File: config.mk
export PLATFORM = sky130hd
export DESIGN_NAME = psram_arbiter
export DESIGN_NICKNAME = d
export VERILOG_FILES = /design/src/rtl/psram_arbiter.sv
export SDC_FILE = /design/constraint.sdc
export NUM_CORES = 1
export LEC_CHECK = 0
export ABC_CLOCK_PERIOD_IN_PS = 13600
export CAP_MARGIN = 20
export CORE_MARGIN = 8
export CORE_UTILIZATION = 46
export DETAILED_ROUTE_END_ITERATION = 12
export PLACE_DENSITY = 0.95
export SYNTH_ARGS = -nofsm -noshare
export SYNTH_HDL_FRONTEND = slang
export SYNTH_SLANG_ARGS = --single-unit
File: constraint.sdc
create_clock -name clk -period 13.6 [get_ports clk]
set_input_delay 4.08 -clock clk [delete_from_list [all_inputs] [get_ports clk]]
set_output_delay 4.08 -clock clk [all_outputs]
set_load 0.01 [all_outputs]
File: src/rtl/psram_arbiter.sv
`default_nettype none
// ============================================================================
// Module   : psram_arbiter
// Purpose  : Shares one PSRAM byte controller between loader, CPU and PPU
//            with a loader FIFO, fixed priority and a CPU starvation guard.
// Revision : 1.0
// ============================================================================
module psram_arbiter #(
  parameter int ADDR_W       = 22,
  parameter int STARVE_LIMIT = 4
) (
  input  logic              clk,
  input  logic              reset,
  input  logic              ldr_wr,
  input  logic [ADDR_W-1:0] ldr_addr,
  input  logic [7:0]        ldr_data,
  output logic              ldr_overflow,
  input  logic              cpu_rd_req,
  input  logic              cpu_wr_req,
  input  logic [ADDR_W-1:0] cpu_addr,
  input  logic [7:0]        cpu_wdata,
  output logic              cpu_ack,
  output logic [7:0]        cpu_rdata,
  output logic              cpu_rvalid,
  input  logic              ppu_rd_req,
  input  logic [ADDR_W-1:0] ppu_addr,
  output logic              ppu_ack,
  output logic [7:0]        ppu_rdata,
  output logic              ppu_rvalid,
  output logic              mc_read_a,
  output logic              mc_read_b,
  output logic              mc_write,
  output logic [23:0]       mc_addr,
  output logic [7:0]        mc_din,
  input  logic              mc_busy,
  input  logic [7:0]        mc_dout_a,
  input  logic [7:0]        mc_dout_b,
  output logic              proto_err
);

  localparam logic [1:0] c_st_idle   = 2'd0;
  localparam logic [1:0] c_st_issued = 2'd1;
  localparam logic [1:0] c_st_busy   = 2'd2;
  localparam logic [2:0] c_starve_limit = 3'(STARVE_LIMIT);

  logic [1:0]        r_state, w_state_next;
  logic [ADDR_W-1:0] r_fifo_addr [2];
  logic [7:0]        r_fifo_data [2];
  logic              r_wptr, r_rptr;
  logic [1:0]        r_count;
  logic              r_ldr_overflow, r_proto_err;
  logic              r_op_cpu_rd, r_op_ppu_rd;
  logic [7:0]        r_cpu_rdata, r_ppu_rdata;
  logic              r_cpu_rvalid, r_ppu_rvalid;
  logic [2:0]        r_starve;

  logic              w_gnt_ldr, w_gnt_cpu_wr, w_gnt_cpu_rd, w_gnt_ppu, w_any_gnt;
  logic              w_cpu_pend, w_fifo_full, w_fifo_empty, w_enq, w_deq;
  logic [ADDR_W-1:0] w_sel_addr;

  assign w_cpu_pend   = cpu_rd_req | cpu_wr_req;
  assign w_fifo_full  = (r_count == 2'd2);
  assign w_fifo_empty = (r_count == 2'd0);
  assign w_deq        = w_gnt_ldr;
  // A full FIFO still accepts a pulse when its head leaves in the same cycle.
  assign w_enq        = ldr_wr & (~w_fifo_full | w_deq);
  assign w_any_gnt    = w_gnt_ldr | w_gnt_cpu_wr | w_gnt_cpu_rd | w_gnt_ppu;

  always_ff @(posedge clk) begin
    if (reset) r_state <= c_st_idle;
    else       r_state <= w_state_next;
  end

  // Grant decision and next state; nothing issues while the controller is busy.
  always_comb begin
    w_gnt_ldr    = 1'b0;
    w_gnt_cpu_wr = 1'b0;
    w_gnt_cpu_rd = 1'b0;
    w_gnt_ppu    = 1'b0;
    w_state_next = r_state;
    case (r_state)
      c_st_idle: begin
        if (!reset && !mc_busy) begin
          if (!w_fifo_empty)                                   w_gnt_ldr    = 1'b1;
          else if (w_cpu_pend && r_starve >= c_starve_limit) begin
            if (cpu_wr_req)                                    w_gnt_cpu_wr = 1'b1;
            else                                               w_gnt_cpu_rd = 1'b1;
          end
          else if (ppu_rd_req)                                 w_gnt_ppu    = 1'b1;
          else if (cpu_wr_req)                                 w_gnt_cpu_wr = 1'b1;
          else if (cpu_rd_req)                                 w_gnt_cpu_rd = 1'b1;
        end
        if (w_gnt_ldr || w_gnt_cpu_wr || w_gnt_cpu_rd || w_gnt_ppu)
          w_state_next = c_st_issued;
      end
      c_st_issued: w_state_next = mc_busy ? c_st_busy : c_st_idle;
      c_st_busy:   if (!mc_busy) w_state_next = c_st_idle;
      default:     w_state_next = c_st_idle;
    endcase
  end

  always_comb begin
    mc_read_a  = w_gnt_cpu_rd;
    mc_read_b  = w_gnt_ppu;
    mc_write   = w_gnt_ldr | w_gnt_cpu_wr;
    cpu_ack    = w_gnt_cpu_rd | w_gnt_cpu_wr;
    ppu_ack    = w_gnt_ppu;
    w_sel_addr = '0;
    mc_din     = 8'd0;
    if (w_gnt_ldr) begin
      w_sel_addr = r_fifo_addr[r_rptr];
      mc_din     = r_fifo_data[r_rptr];
    end else if (w_gnt_cpu_wr) begin
      w_sel_addr = cpu_addr;
      mc_din     = cpu_wdata;
    end else if (w_gnt_cpu_rd) begin
      w_sel_addr = cpu_addr;
    end else if (w_gnt_ppu) begin
      w_sel_addr = ppu_addr;
    end
    mc_addr = 24'(w_sel_addr);
  end

  always_ff @(posedge clk) begin
    if (reset) begin
      r_count        <= 2'd0;
      r_wptr         <= 1'b0;
      r_rptr         <= 1'b0;
      r_ldr_overflow <= 1'b0;
    end else begin
      if (w_enq) begin
        r_fifo_addr[r_wptr] <= ldr_addr;
        r_fifo_data[r_wptr] <= ldr_data;
        r_wptr              <= ~r_wptr;
      end
      if (w_deq) r_rptr <= ~r_rptr;
      r_count <= r_count + {1'b0, w_enq} - {1'b0, w_deq};
      if (ldr_wr && !w_enq) r_ldr_overflow <= 1'b1;
    end
  end

  always_ff @(posedge clk) begin
    if (reset) begin
      r_op_cpu_rd  <= 1'b0;
      r_op_ppu_rd  <= 1'b0;
      r_cpu_rdata  <= 8'd0;
      r_ppu_rdata  <= 8'd0;
      r_cpu_rvalid <= 1'b0;
      r_ppu_rvalid <= 1'b0;
      r_proto_err  <= 1'b0;
      r_starve     <= 3'd0;
    end else begin
      r_cpu_rvalid <= 1'b0;
      r_ppu_rvalid <= 1'b0;
      if (w_any_gnt) begin
        r_op_cpu_rd <= w_gnt_cpu_rd;
        r_op_ppu_rd <= w_gnt_ppu;
      end
      if (r_state == c_st_issued && !mc_busy) r_proto_err <= 1'b1;
      if (r_state == c_st_busy && !mc_busy) begin
        if (r_op_cpu_rd) begin
          r_cpu_rdata  <= mc_dout_a;
          r_cpu_rvalid <= 1'b1;
        end
        if (r_op_ppu_rd) begin
          r_ppu_rdata  <= mc_dout_b;
          r_ppu_rvalid <= 1'b1;
        end
      end
      if (!w_cpu_pend || cpu_ack)              r_starve <= 3'd0;
      else if (w_gnt_ppu && r_starve != 3'd7)  r_starve <= r_starve + 3'd1;
    end
  end

  assign ldr_overflow = r_ldr_overflow;
  assign proto_err    = r_proto_err;
  assign cpu_rdata    = r_cpu_rdata;
  assign cpu_rvalid   = r_cpu_rvalid;
  assign ppu_rdata    = r_ppu_rdata;
  assign ppu_rvalid   = r_ppu_rvalid;

endmodule
`default_nettype wire

==> impl_metrics.tcl <==
set metrics [dict create \
    final_antenna_net_count 0 \
    path_class "in -> out" \
    io_pins 162 \
    vias 3095 \
    viasPerCell 5.31 \
    crit_start "reset" \
    r2r-start "r_state[1]" \
    status "complete, no violations" \
    synth-compound-area-share 0.102 \
    grt_antenna_before_repair 0 \
    core-area_um2 8180 \
    synthAdderAreaFrac 0.00972 \
    cp_data_arrival_time_ns 6.99 \
    fin_skew_ns 0.0126 \
    period_minus_slack_ns 11.07 \
    synthSimpleGateAreaFrac 0.124 \
    clock_latency_ns 0.35 \
    grt_pass1_wl_um 16400 \
    portBuffers 159 \
    finalNetCount 581 \
    cts_tree "done" \
    place_area_um2 5510 \
    syn2layout_area_growth_pct 48.2 \
    start_util 0.472 \
    slew_viol_final 0 \
    post-cts-setup-buffers 0 \
    clkTransAtPathRegs_ns 0.08 \
    relSlewSlack 0.369 \
    end_kind "output port" \
    ff2ff_setup_slack_ns 10.63 \
    p_leak_nw 1.94 \
    cp.required_ns 9.52 \
    clockBufferDepth 2 \
    synthXorXnorAreaFrac 0.0113 \
    syn_avg_cell_area_um2 12.1 \
    grt_remaining_overflow 0 \
    fin_crit_sh 0.814 \
    layoutNonFillerInstCount 583 \
    ys_warn_count 0 \
    drc 0 \
    firstDrtPassIters 6 \
    seq_area_frac_synth 0.633 \
    min_path_type "reg -> reg" \
    dpl.hpwl_um 7850 \
    routabilityCongestion 0.866 \
    num_rows 33 \
    netlist_area_um2 3860 \
    total_power_mw 0.636 \
    max_cap_viol_count 0 \
    grt_max_degree 34 \
    synthDistinctLibCells 35 \
    cp-endpoint "mc_addr[8]" \
    synth.area.mux_share 0.0856 \
    post_cts_resized 0 \
    worst_slew_pin_slew_ns 0.947 \
    finalSetupViolations 0 \
    cellPowerDensity_nw_per_um2 111 \
    drt_iter0_drc 112 \
    drt_wl_total_um 10600 \
    die_area_um2 11600 \
    drive_gt1_frac 0.0523 \
    cts_hold_buffers 0 \
    stdcell_area_um2 5720 \
    htreeDepth 3 \
    final_cell_mix "159 x clkdlybuf4s50_1, 60 x edfxtp_1, 42 x nand2_1" \
    rsz0062_at_grt "false" \
    numCtsBuffers 9 \
    die-height_um 108 \
    cts_root_buf "clkbuf_8" \
    diodes 0 \
    r2r_end "r_count[1]" \
    ir_worst_vdd_uv 92.8 \
    synth_top_family_by_area "simple AND/OR/NAND/NOR gates" \
    crit_fanout 33 \
    globalRouteTotalUtil 0.181 \
    ys_seq_elements 92 \
    grt_pass1_vias 3256 \
    cts_sinks 92 \
    synth_cells 319 \
    dieWidth_um 108 \
    hold_viol 0 \
    startpoint_type "primary input" \
    routedWlPerCell_um 18.2 \
    max_freq_ghz 0.0903 \
    dp.cells 567 \
    fin_setup_tns_ns 0 \
    reg2regPathDepth 8 \
    holdWs_ns 0.460 \
    layout_commonest_cell "clkdlybuf4s50_1" \
]
[Yosys cell counts]
cell type,instances,area (um^2)
nor4_2,1,12.5
and3_1,2,12.5
o21ai_0,11,55.1
xnor2_1,2,17.5
nand3_1,3,15.0
or3_1,3,18.8
ha_1,3,37.5
clkbuf_1,14,52.6
o31ai_1,1,7.51
buf_2,1,5.00
nand3b_1,1,7.51
nor4_1,1,6.26
a21oi_1,19,95.1
nor2_1,38,143
or3b_2,1,8.76
nand2_1,42,158
nor3b_1,2,15.0
edfxtp_1,60,1800
inv_2,1,3.75
mux2i_1,33,330
buf_4,3,22.5
nor4b_2,1,15.0
or2_0,1,6.26
a31oi_1,1,6.26
o41ai_1,1,8.76
buf_6,3,33.8
dfxtp_1,32,641
inv_1,4,15.0
a221o_1,22,220
nor3_1,3,15.0
conb_1,1,3.75
nor2b_1,2,12.5
xor2_1,3,26.3
or4_4,2,22.5
and4_1,1,8.76
[metal layers]
layer  up-vias  GRT usage  routed length, um
met5         -          0                  0
met1      1461      0.192               3990
met3        18     0.0653                949
met2       143      0.315               5440
li1       1473          -                  -
met4         0     0.0773                202
[cell type report]
type | count | area, um^2
repair buffers | 163 | 1620
well taps | 105 | 131
multi-input cells | 202 | 1300
inverters | 5 | 18.8
flip-flops and latches | 92 | 2440
fillers | 570 | 2450
clock inverters | 6 | 78.8
clock buffers | 10 | 128
[worst min path at each step]
stage | startpoint | depth (start not counted) | end | slack [ns]
6_report | cpu_rdata[3] | 2 | cpu_rdata[3] | 0.46
5_1_grt | ppu_rdata[5] | 2 | ppu_rdata[5] | 0.48
4_1_cts | cpu_rdata[3] | 2 | cpu_rdata[3] | 0.46
3_5_place_dp | cpu_rdata[3] | 2 | cpu_rdata[3] | 0.45
3_3_place_gp | ppu_rdata[2] | 2 | ppu_rdata[2] | 0.44
2_1_floorplan | r_op_cpu_rd | 2 | r_op_cpu_rd | 0.45
[registers in the layout, summed over array words and instances (netlist names), 2 cells and up, named ones only]
signal	flops
r_fifo_data	16
r_count	2
r_starve	3
ppu_rdata	8
r_fifo_addr	44
r_state	2
cpu_rdata	8
[logic make-up (layout without fill, tap and decap cells)]
group | count (synthesis) | count (layout)
AOI/OAI and AO/OA | 55 | 55
and+or+nand+nor | 104 | 104
other | 1 | 2
muxes | 33 | 33
adders and majority gates | 3 | 3
DFF | 92 | 92
buffers and inverters | 26 | 184
xor gates and xnor gates | 5 | 5
[stage by stage]
step / utilization / worst slack, ns
after floorplan: - / 3.94
after global placement: 0.674 / 2.62
after detailed placement: 0.674 / 2.52
after CTS: 0.700 / 2.53
after global routing: 0.700 / 2.29
final: 0.700 / 2.53
[power by group]
part	leakage (nW)	internal [mW]	switching, mW
Clock	0.0990	0.102	0.0909
Combinational	1.03	0.0692	0.0491
Sequential	0.810	0.313	0.0121
Total	1.94	0.484	0.152
[worst max-delay path: stages]
cell and delay [ns]:
clkdlybuf4s50_1 0.40, buf_4 0.24, nor4_1 0.49, and4_1 0.94
a221o_1 0.29, clkdlybuf4s50_1 0.55
Note: power is estimated with default switching activity, not from simulation.
